===== config.mk =====
export PLATFORM = sky130hd
export DESIGN_NAME = tdp_bram_gen
export DESIGN_NICKNAME = d
export VERILOG_FILES = /design/src/rtl/tdp_bram_gen.sv
export SDC_FILE = /design/constraint.sdc
export NUM_CORES = 2
export LEC_CHECK = 0
export CAP_MARGIN = 20
export CORE_ASPECT_RATIO = 1.25
export CORE_UTILIZATION = 55
export DETAILED_ROUTE_END_ITERATION = 8
export PLACE_DENSITY = 0.71
export SLEW_MARGIN = 20
export SYNTH_ARGS = -nofsm -noshare
export SYNTH_HDL_FRONTEND = slang
export SYNTH_SLANG_ARGS = --single-unit
export TNS_END_PERCENT = 20

===== constraint.sdc =====
create_clock -name clk -period 3.65 [get_ports clk]
set_clock_uncertainty 0.15 [all_clocks]
set_input_delay 0.365 -clock clk [delete_from_list [all_inputs] [get_ports clk]]
set_output_delay 0.365 -clock clk [all_outputs]
set_load 0.005 [all_outputs]

===== src/rtl/tdp_bram_gen.sv =====
`timescale 1ns/1ps
// True dual-port block RAM with per-lane write enables, selectable write-port read mode,
// 1- or 2-cycle read latency, optional zero-fill after reset and collision monitoring.
module tdp_bram_gen #(
    parameter int G_ADDR     = 6,
    parameter int G_WIDTH    = 16,
    parameter int G_BYTE     = 8,
    parameter int G_MODE     = 0,
    parameter int G_LAT      = 1,
    parameter int G_INIT_CLR = 1
) (
    input  logic                        clk,
    input  logic                        rst_n,
    input  logic                        ena,
    input  logic                        enb,
    input  logic [G_WIDTH/G_BYTE-1:0]   wea,
    input  logic [G_WIDTH/G_BYTE-1:0]   web,
    input  logic [G_ADDR-1:0]           addra,
    input  logic [G_ADDR-1:0]           addrb,
    input  logic [G_WIDTH-1:0]          dia,
    input  logic [G_WIDTH-1:0]          dib,
    output logic [G_WIDTH-1:0]          doa,
    output logic [G_WIDTH-1:0]          dob,
    output logic                        vala,
    output logic                        valb,
    output logic                        init_done,
    output logic                        coll,
    output logic [7:0]                  coll_cnt
);
    localparam int NB    = G_WIDTH / G_BYTE;
    localparam int DEPTH = 2 ** G_ADDR;

    typedef enum logic {S_CLEAR = 1'b0, S_READY = 1'b1} state_t;

    state_t               r_state, w_state_nxt;
    logic [G_ADDR-1:0]    r_clr_addr;
    logic [G_WIDTH-1:0]   r_mem [DEPTH];
    logic                 r_init_done, r_coll;
    logic [7:0]           r_coll_cnt;
    logic [G_WIDTH-1:0]   r_da1, r_db1;
    logic                 r_va1, r_vb1;

    logic                 w_ready, w_wr_a, w_wr_b, w_same, w_coll;
    logic [G_WIDTH-1:0]   w_old_a, w_old_b, w_post_a, w_post_b, w_rd_a, w_rd_b;
    logic                 w_rv_a, w_rv_b;

    assign w_ready = (r_state == S_READY);
    assign w_same  = (addra == addrb);
    assign w_wr_a  = w_ready & ena & (|wea);
    assign w_wr_b  = w_ready & enb & (|web);
    assign w_coll  = w_ready & ena & enb & w_same & (w_wr_a | w_wr_b);
    assign w_old_a = r_mem[addra];
    assign w_old_b = r_mem[addrb];

    // State register
    always_ff @(posedge clk or negedge rst_n) begin
        if (!rst_n) begin
            r_state <= (G_INIT_CLR == 1) ? S_CLEAR : S_READY;
        end else begin
            r_state <= w_state_nxt;
        end
    end

    // Next-state: leave CLEAR once the last address has been zeroed
    always_comb begin
        w_state_nxt = r_state;
        case (r_state)
            S_CLEAR: begin
                if (r_clr_addr == G_ADDR'(DEPTH - 1)) w_state_nxt = S_READY;
                else                                 w_state_nxt = S_CLEAR;
            end
            S_READY: w_state_nxt = S_READY;
            default: w_state_nxt = S_READY;
        endcase
    end

    // Clear-address counter, init flag and collision monitor
    always_ff @(posedge clk or negedge rst_n) begin
        if (!rst_n) begin
            r_clr_addr  <= '0;
            r_init_done <= 1'b0;
            r_coll      <= 1'b0;
            r_coll_cnt  <= 8'd0;
        end else begin
            r_clr_addr  <= (r_state == S_CLEAR) ? r_clr_addr + G_ADDR'(1) : r_clr_addr;
            r_init_done <= (w_state_nxt == S_READY);
            r_coll      <= w_coll;
            r_coll_cnt  <= (w_coll && (r_coll_cnt != 8'hFF)) ? r_coll_cnt + 8'd1 : r_coll_cnt;
        end
    end

    // Post-write word seen at each port's address; port A owns lanes both ports write
    always_comb begin
        w_post_a = w_old_a;
        w_post_b = w_old_b;
        for (int l = 0; l < NB; l++) begin
            if (ena && wea[l])                w_post_a[l*G_BYTE +: G_BYTE] = dia[l*G_BYTE +: G_BYTE];
            else if (enb && web[l] && w_same) w_post_a[l*G_BYTE +: G_BYTE] = dib[l*G_BYTE +: G_BYTE];
            else                              w_post_a[l*G_BYTE +: G_BYTE] = w_old_a[l*G_BYTE +: G_BYTE];
            if (ena && wea[l] && w_same)      w_post_b[l*G_BYTE +: G_BYTE] = dia[l*G_BYTE +: G_BYTE];
            else if (enb && web[l])           w_post_b[l*G_BYTE +: G_BYTE] = dib[l*G_BYTE +: G_BYTE];
            else                              w_post_b[l*G_BYTE +: G_BYTE] = w_old_b[l*G_BYTE +: G_BYTE];
        end
    end

    // Read-data selection according to write-port mode
    always_comb begin
        w_rv_a = 1'b0;
        w_rd_a = w_old_a;
        w_rv_b = 1'b0;
        w_rd_b = w_old_b;
        if (w_ready && ena && !w_wr_a) begin
            w_rv_a = 1'b1;
        end else if (w_wr_a) begin
            case (G_MODE)
                32'sd1:  w_rv_a = 1'b1;
                32'sd2:  begin w_rv_a = 1'b1; w_rd_a = w_post_a; end
                default: w_rv_a = 1'b0;
            endcase
        end else begin
            w_rv_a = 1'b0;
        end
        if (w_ready && enb && !w_wr_b) begin
            w_rv_b = 1'b1;
        end else if (w_wr_b) begin
            case (G_MODE)
                32'sd1:  w_rv_b = 1'b1;
                32'sd2:  begin w_rv_b = 1'b1; w_rd_b = w_post_b; end
                default: w_rv_b = 1'b0;
            endcase
        end else begin
            w_rv_b = 1'b0;
        end
    end

    // Memory array: zero-fill in CLEAR, lane-masked writes in READY; never reset
    always_ff @(posedge clk) begin
        if (rst_n && (r_state == S_CLEAR)) begin
            r_mem[r_clr_addr] <= '0;
        end else if (rst_n && (r_state == S_READY)) begin
            for (int l = 0; l < NB; l++) begin
                if (ena && wea[l])
                    r_mem[addra][l*G_BYTE +: G_BYTE] <= dia[l*G_BYTE +: G_BYTE];
                if (enb && web[l] && !(ena && wea[l] && w_same))
                    r_mem[addrb][l*G_BYTE +: G_BYTE] <= dib[l*G_BYTE +: G_BYTE];
            end
        end
    end

    // First read stage; data holds whenever no valid read is produced
    always_ff @(posedge clk or negedge rst_n) begin
        if (!rst_n) begin
            r_va1 <= 1'b0;
            r_da1 <= '0;
            r_vb1 <= 1'b0;
            r_db1 <= '0;
        end else begin
            r_va1 <= w_rv_a;
            r_da1 <= w_rv_a ? w_rd_a : r_da1;
            r_vb1 <= w_rv_b;
            r_db1 <= w_rv_b ? w_rd_b : r_db1;
        end
    end

    generate
        if (G_LAT == 2) begin : g_lat2
            logic [G_WIDTH-1:0] r_da2, r_db2;
            logic               r_va2, r_vb2;
            // Pure output register stage
            always_ff @(posedge clk or negedge rst_n) begin
                if (!rst_n) begin
                    r_va2 <= 1'b0;
                    r_da2 <= '0;
                    r_vb2 <= 1'b0;
                    r_db2 <= '0;
                end else begin
                    r_va2 <= r_va1;
                    r_da2 <= r_da1;
                    r_vb2 <= r_vb1;
                    r_db2 <= r_db1;
                end
            end
            assign doa  = r_da2;
            assign vala = r_va2;
            assign dob  = r_db2;
            assign valb = r_vb2;
        end else begin : g_lat1
            assign doa  = r_da1;
            assign vala = r_va1;
            assign dob  = r_db1;
            assign valb = r_vb1;
        end
    endgenerate

    assign init_done = r_init_done;
    assign coll      = r_coll;
    assign coll_cnt  = r_coll_cnt;
endmodule

Yosys cells after proc, flatten, opt, wreduce, memory -nomap -nowiden
Memory sizes are Yosys's and may differ from the RTL's. A register that Yosys moved wholly into a read port is not among the register bits.
Index checks and enable logic that the tools add are counted.
{"block": "classes", "addsub": 2, "n_eq_ne": 3, "n_mux": 25, "bitwise_logic": 9, "n_reduce_logical": 24}
{"operator": "2-to-1 mux 1 bit", "n": 21}
{"operator": "2-to-1 mux 16 bit", "n": 1}
{"operator": "OR reduction 16 bit", "n": 1}
{"operator": "logical AND 1 bit", "n": 15}
{"operator": "adder 8 x 1 -> 8 bit (second input constant)", "n": 1}
{"operator": "!= test 8 bit (second input constant)", "n": 1}
{"operator": "AND 1 bit", "n": 7}
{"operator": "adder 6 x 1 -> 6 bit (second input constant)", "n": 1}
{"operator": "== test 6 bit", "n": 1}
{"operator": "== test 6 bit (second input constant)", "n": 1}
{"operator": "zero test 1 bit", "n": 6}
{"operator": "2-to-1 mux 6 bit", "n": 1}
{"operator": "OR reduction 2 bit", "n": 2}
{"operator": "2-to-1 mux 2 bit", "n": 1}
{"operator": "one-hot mux 1 bit (2 select lines)", "n": 1}
{"operator": "inverter 1 bit", "n": 1}
{"operator": "bitwise OR 1 bit", "n": 1}
{"block": "word_totals", "ff_bits": 18, "mem_bits_rw": 1024, "inputBits": 52, "out_inout_bits": 44, "word_cells": 70, "memories": 1}
{"memory": "r_mem", "depth": 64, "word_bits": 16, "rd": 2, "rd_clocked_by_memory_dff": 2, "write_ports": 2, "line_no": "37", "text": "logic [G_WIDTH-1:0] r_mem [DEPTH];"}

Longest topological paths before layout
{"block": "logic_depth", "word_depth": 8, "depth_mapped": 12, "mapped_depth_nobuf": 7}

Worst setup path before layout
OpenSTA, ideal clock, no wires.
{"block": "synth_path", "path_type": "input to register", "from": "input port addra[4]", "to": "memory r_mem[14][0], enable pin", "setup_time_ns": 0.384, "t_arrival_ns": 2.336, "t_required_ns": 3.116, "path_slack_ns": 0.780, "cell_stages": 7, "path_buffers": 3, "path_cell_list": "buf_2 -> clkbuf_1 -> buf_1 -> or3_1 -> o31ai_1 -> nand2_1 -> o21ai_0"}
{"item": "start: declaration", "line_no": "18", "text": "input logic [G_ADDR-1:0] addra,"}
{"item": "end: declaration", "line_no": "37"}

==> summary.md <==
| Metric | Value |
|---|---|
| Worst hold path type | primary input to flip-flop |
| Most used flip-flop cell after synthesis | sky130_fd_sc_hd__edfxtp_1 |
| Count of nets left with antenna violations after detail routing | 0 |
| Mean routed wirelength per cell | 41.5 um |
| Post-synth design cell area | 63600 um2 |
| Slack of the critical path | between 0.08 and 0.09 ns |
| Fraction of met3 tracks used by global routing | 0.142 |
| P_leak | between 0.02 and 0.025 uW |
| H-tree Lvls | 3 |
| Startpoint of the lowest-slack hold path | addra[1] |
| Critical path start-end classification | primary input to flip-flop |
| Power Density | 371 nW/um2 |
| Root buffer selected by CTS | sky130_fd_sc_hd__clkbuf_16 |
| Core region area | ~110000 um2 |
| Vias in the first global route | about 47000 |
| Ports | between 90 and 100 |
| Worst Hold Path Cells | 5 |
| Number of buffers inserted by port buffering | between 90 and 100 |
| Worst endpoint required time | about 4.0 ns |
| Footprint of the flip-flops and latches | about 32000 um2 |
| Area enclosed by the die boundary | roughly 120000 um2 |
| Buffers inserted by post-CTS timing repair | 0 |
| Top fanout value on the critical path | 8 |
| Detailed-placement wirelength estimate | roughly 170000 um |
| Number of vias after detailed routing | between 40000 and 50000 |
| Reg2Reg Launch Point | init_done$_DFF_PN0_ |
| Met2 layer usage reported by global route | 0.651 |
| Max IR drop VDD | a little under 400 uV |
| Nature of the critical path endpoint | flip-flop |
| Clock latency of the later-clocked register in the worst-skew pair | a little under 0.8 ns |
| Async set or reset register ratio after synthesis | 0.0466 |
| Number of max-cap violations | 0 |
| Number of enable-type register cells in the synthesized netlist | about 1000 |
| Worst Max-Slew Pin Slew | roughly 1.2 ns |
| Worst reg2reg endpoint | r_mem[34][12]$_DFFE_PP_ |
| Final worst-path cycle share | 0.976 |
| YS warnings | 0 |
| Number of remaining DRC errors | 0 |
| Multi-input logic area | ~30000 um2 |
| Setup slack after placement | -0.293 ns |
| DR pass1 iterations | 8 |
| Max clock buf depth | 3 |
| Layout cell share with drive strength beyond 1 | 0.493 |
| Clock Pin Slew Worst Setup and Hold Paths | approximately 0.07 ns |
| Count of clock tree sinks | 1074 |
| Mean instance size in the synthesized netlist | ~14 um2 |
| Num CTS Buffers | 109 |
| Final weighted congestion in routability-driven placement | between 1 and 1.5 |
| Number of library cell types mapped by synthesis | 71 |
| Clock tree from TritonCTS | built |
| Die Height | 382 um |
| Post-Route Utilization | 0.631 |
| Synthesis-to-finish area growth | 13.8% |
| Endpoints failing setup | 0 |
| Antenna violations before repair | 18 |
| Die span in x | 306 um |
| Initial standard-cell utilization of the core | 0.554 |
| Average via count per standard cell | roughly 7.8 |
| Sequential-to-total area share from yosys stat | 0.503 |
| Final net count | ~4700 |
| Leftover overflow at the end of global routing | 0 |
| Final Max Slew Viols | 0 |
| Sum of routed wire length over all layers | roughly 260000 um |
| Worst slew margin | 0.178 |
| Post-layout min period | ~3.6 ns |
| Post-Syn Nets | 4468 |
| Commonest non-fill, non-tap cell in the layout | sky130_fd_sc_hd__mux2_2 |
| Number of violations reported at the end of detailed-routing iteration 0 | 8166 |
| Signal arrival time at the worst endpoint | about 3.9 ns |
| FMAX | 281 MHz |
| Top library cells by usage in the layout, fill and taps aside | sky130_fd_sc_hd__mux2_2, sky130_fd_sc_hd__edfxtp_1, sky130_fd_sc_hd__buf_4 |
| All-layer global routing usage | 0.434 |
| Number of synthesized register bits | roughly 1100 |
| Met1 Resource Use GR | 0.514 |
| Fill cells | ~8600 |
| R2R Setup Slk | 0.18 ns |
| Launching element type of the critical path | primary input |
| Wire length of the first global-routing pass | ~360000 um |
| Outcome | finished clean |
| Maximum number of pins on one net before global-route repair | 93 |
| Logic depth of the worst register-to-register path | 8 |
| Busiest layer in global routing | met2 |
| Final Hold Fails | 0 |
| Gate Count Post-Synth | 4414 |
| Capture endpoint of the worst hold path | doa[7]$_DFFE_PN0P_ |
| RSZ-0062 raised after global routing | no |
| Num rows | between 100 and 150 |
## cell type report
type | instances | area share
tap | 1480 | 0.0256
clock inverter | 66 | 0.00842
antenna | 13 | 0.000449
timing repair buffer | 567 | 0.0706
multi-input combinational | 2840 | 0.413
inverter | 9 | 0.000484
sequential | 1074 | 0.442
clock buffer | 133 | 0.0399
## critical path, stage by stage
cell and delay, ns:
sky130_fd_sc_hd__clkdlybuf4s50_1 0.65, sky130_fd_sc_hd__nor2_1 0.74, sky130_fd_sc_hd__nor2_4 0.17, sky130_fd_sc_hd__o31ai_1 0.84
sky130_fd_sc_hd__nand2_1 0.55, sky130_fd_sc_hd__o21ai_0 0.31, sky130_fd_sc_hd__buf_4 0.23
## stage by stage
step | std cells | hold slack [ns] | instance area [um2] | power [uW] | TNS (ns)
after detailed placement | 5966 | 0.352 | 68800 | 15600 | -73.31
after CTS | 6169 | 0.168 | 72400 | 26700 | 0
after global placement | 5965 | 0.339 | 68800 | 15500 | -68.87
final | 6182 | 0.187 | 72400 | 26800 | 0
after global routing | 6169 | 0.190 | 72400 | 27200 | 0
after floorplan | 4414 | -0.0806 | 63600 | 14600 | 0
## routing by layer
layer,wire (um),share of wire,up-vias
met3,35600,0.14,1231
met4,25400,0.099,14
met5,127,0.00050,-
met1,82100,0.32,24100
li1,-,-,18200
met2,113000,0.44,4362
## worst max path at each step
stage              from                     end  slack [ns]  cells after the start
3_5_place_dp     wea[0]   r_mem[0][6]$_DFFE_PP_       -0.29                      8
6_report         wea[1]  r_mem[12][9]$_DFFE_PP_        0.09                      7
5_1_grt        addra[5]  r_mem[46][4]$_DFFE_PP_        0.11                     12
4_1_cts        addra[5]  r_mem[29][2]$_DFFE_PP_        0.19                     12
2_1_floorplan  addra[4]  r_mem[14][0]$_DFFE_PP_        0.78                      7
3_3_place_gp     wea[0]   r_mem[4][5]$_DFFE_PP_       -0.29                      8
## flip-flops by register name, summed over array words and instances (netlist names)
signal,flops
r_mem,1024
doa,16
dob,16
coll_cnt,8
r_clr_addr,6
coll,1
init_done,1
vala,1
valb,1
## power by group
part,switching (uW),internal (uW)
clock network,5100,6310
registers,0,13300
logic,1480,656
## what timing repair did
item / CTS / global route
hold endpoints to repair: 51 / 0
resized for setup: 0 / 1
endpoints found under the setup margin: 0 / 52
hold buffers: 4 / 0
## cell families after synthesis
family,after synthesis,share of synthesized area
xor+xnor,18,0.00248
compound gates,729,0.0786
flops,1074,0.503
mux,1614,0.343
fa+ha+maj,2,0.000393
buf+inv,500,0.0322
simple gates,477,0.0400
## Yosys cell counts (5+ instances only)
| cell type | number | area [um2] |
|---|---|---|
| sky130_fd_sc_hd__buf_1 | 78 | 293 |
| sky130_fd_sc_hd__a31oi_1 | 16 | 100 |
| sky130_fd_sc_hd__o32a_1 | 10 | 100 |
| sky130_fd_sc_hd__and3_1 | 8 | 50.1 |
| sky130_fd_sc_hd__o2bb2ai_1 | 10 | 87.6 |
| sky130_fd_sc_hd__nand4_1 | 7 | 43.8 |
| sky130_fd_sc_hd__inv_1 | 5 | 18.8 |
| sky130_fd_sc_hd__nand3b_1 | 7 | 52.6 |
| sky130_fd_sc_hd__buf_2 | 83 | 415 |
| sky130_fd_sc_hd__nor3b_1 | 7 | 52.6 |
| sky130_fd_sc_hd__o21ai_0 | 188 | 941 |
| sky130_fd_sc_hd__buf_4 | 16 | 120 |
| sky130_fd_sc_hd__nand2_1 | 112 | 420 |
| sky130_fd_sc_hd__nand3_1 | 29 | 145 |
| sky130_fd_sc_hd__o221ai_1 | 5 | 43.8 |
| sky130_fd_sc_hd__dfrtp_1 | 50 | 1250 |
| sky130_fd_sc_hd__a21oi_1 | 104 | 521 |
| sky130_fd_sc_hd__a211oi_1 | 27 | 203 |
| sky130_fd_sc_hd__clkbuf_1 | 313 | 1170 |
| sky130_fd_sc_hd__a22o_1 | 23 | 201 |
| sky130_fd_sc_hd__or2_2 | 5 | 31.3 |
| sky130_fd_sc_hd__and2_1 | 37 | 231 |
| sky130_fd_sc_hd__o22ai_1 | 39 | 244 |
| sky130_fd_sc_hd__nor2b_1 | 9 | 56.3 |
| sky130_fd_sc_hd__a221oi_1 | 123 | 1080 |
| sky130_fd_sc_hd__nor2_2 | 8 | 50.1 |
| sky130_fd_sc_hd__a22oi_1 | 128 | 961 |
| sky130_fd_sc_hd__a41oi_1 | 8 | 70.1 |
| sky130_fd_sc_hd__mux2_2 | 1114 | 12500 |
| sky130_fd_sc_hd__nand2_2 | 128 | 801 |
| sky130_fd_sc_hd__edfxtp_1 | 1024 | 30700 |
| sky130_fd_sc_hd__mux2i_1 | 157 | 1570 |
| sky130_fd_sc_hd__xnor2_1 | 15 | 131 |
| sky130_fd_sc_hd__nor3_1 | 8 | 40.0 |
| sky130_fd_sc_hd__a221o_1 | 12 | 120 |
| sky130_fd_sc_hd__nor2_1 | 79 | 297 |
| sky130_fd_sc_hd__mux4_2 | 343 | 7720 |
| sky130_fd_sc_hd__nor3_2 | 8 | 80.1 |
| sky130_fd_sc_hd__a222oi_1 | 5 | 50.1 |
No activity file was read; power rests on OpenSTA's default activity.
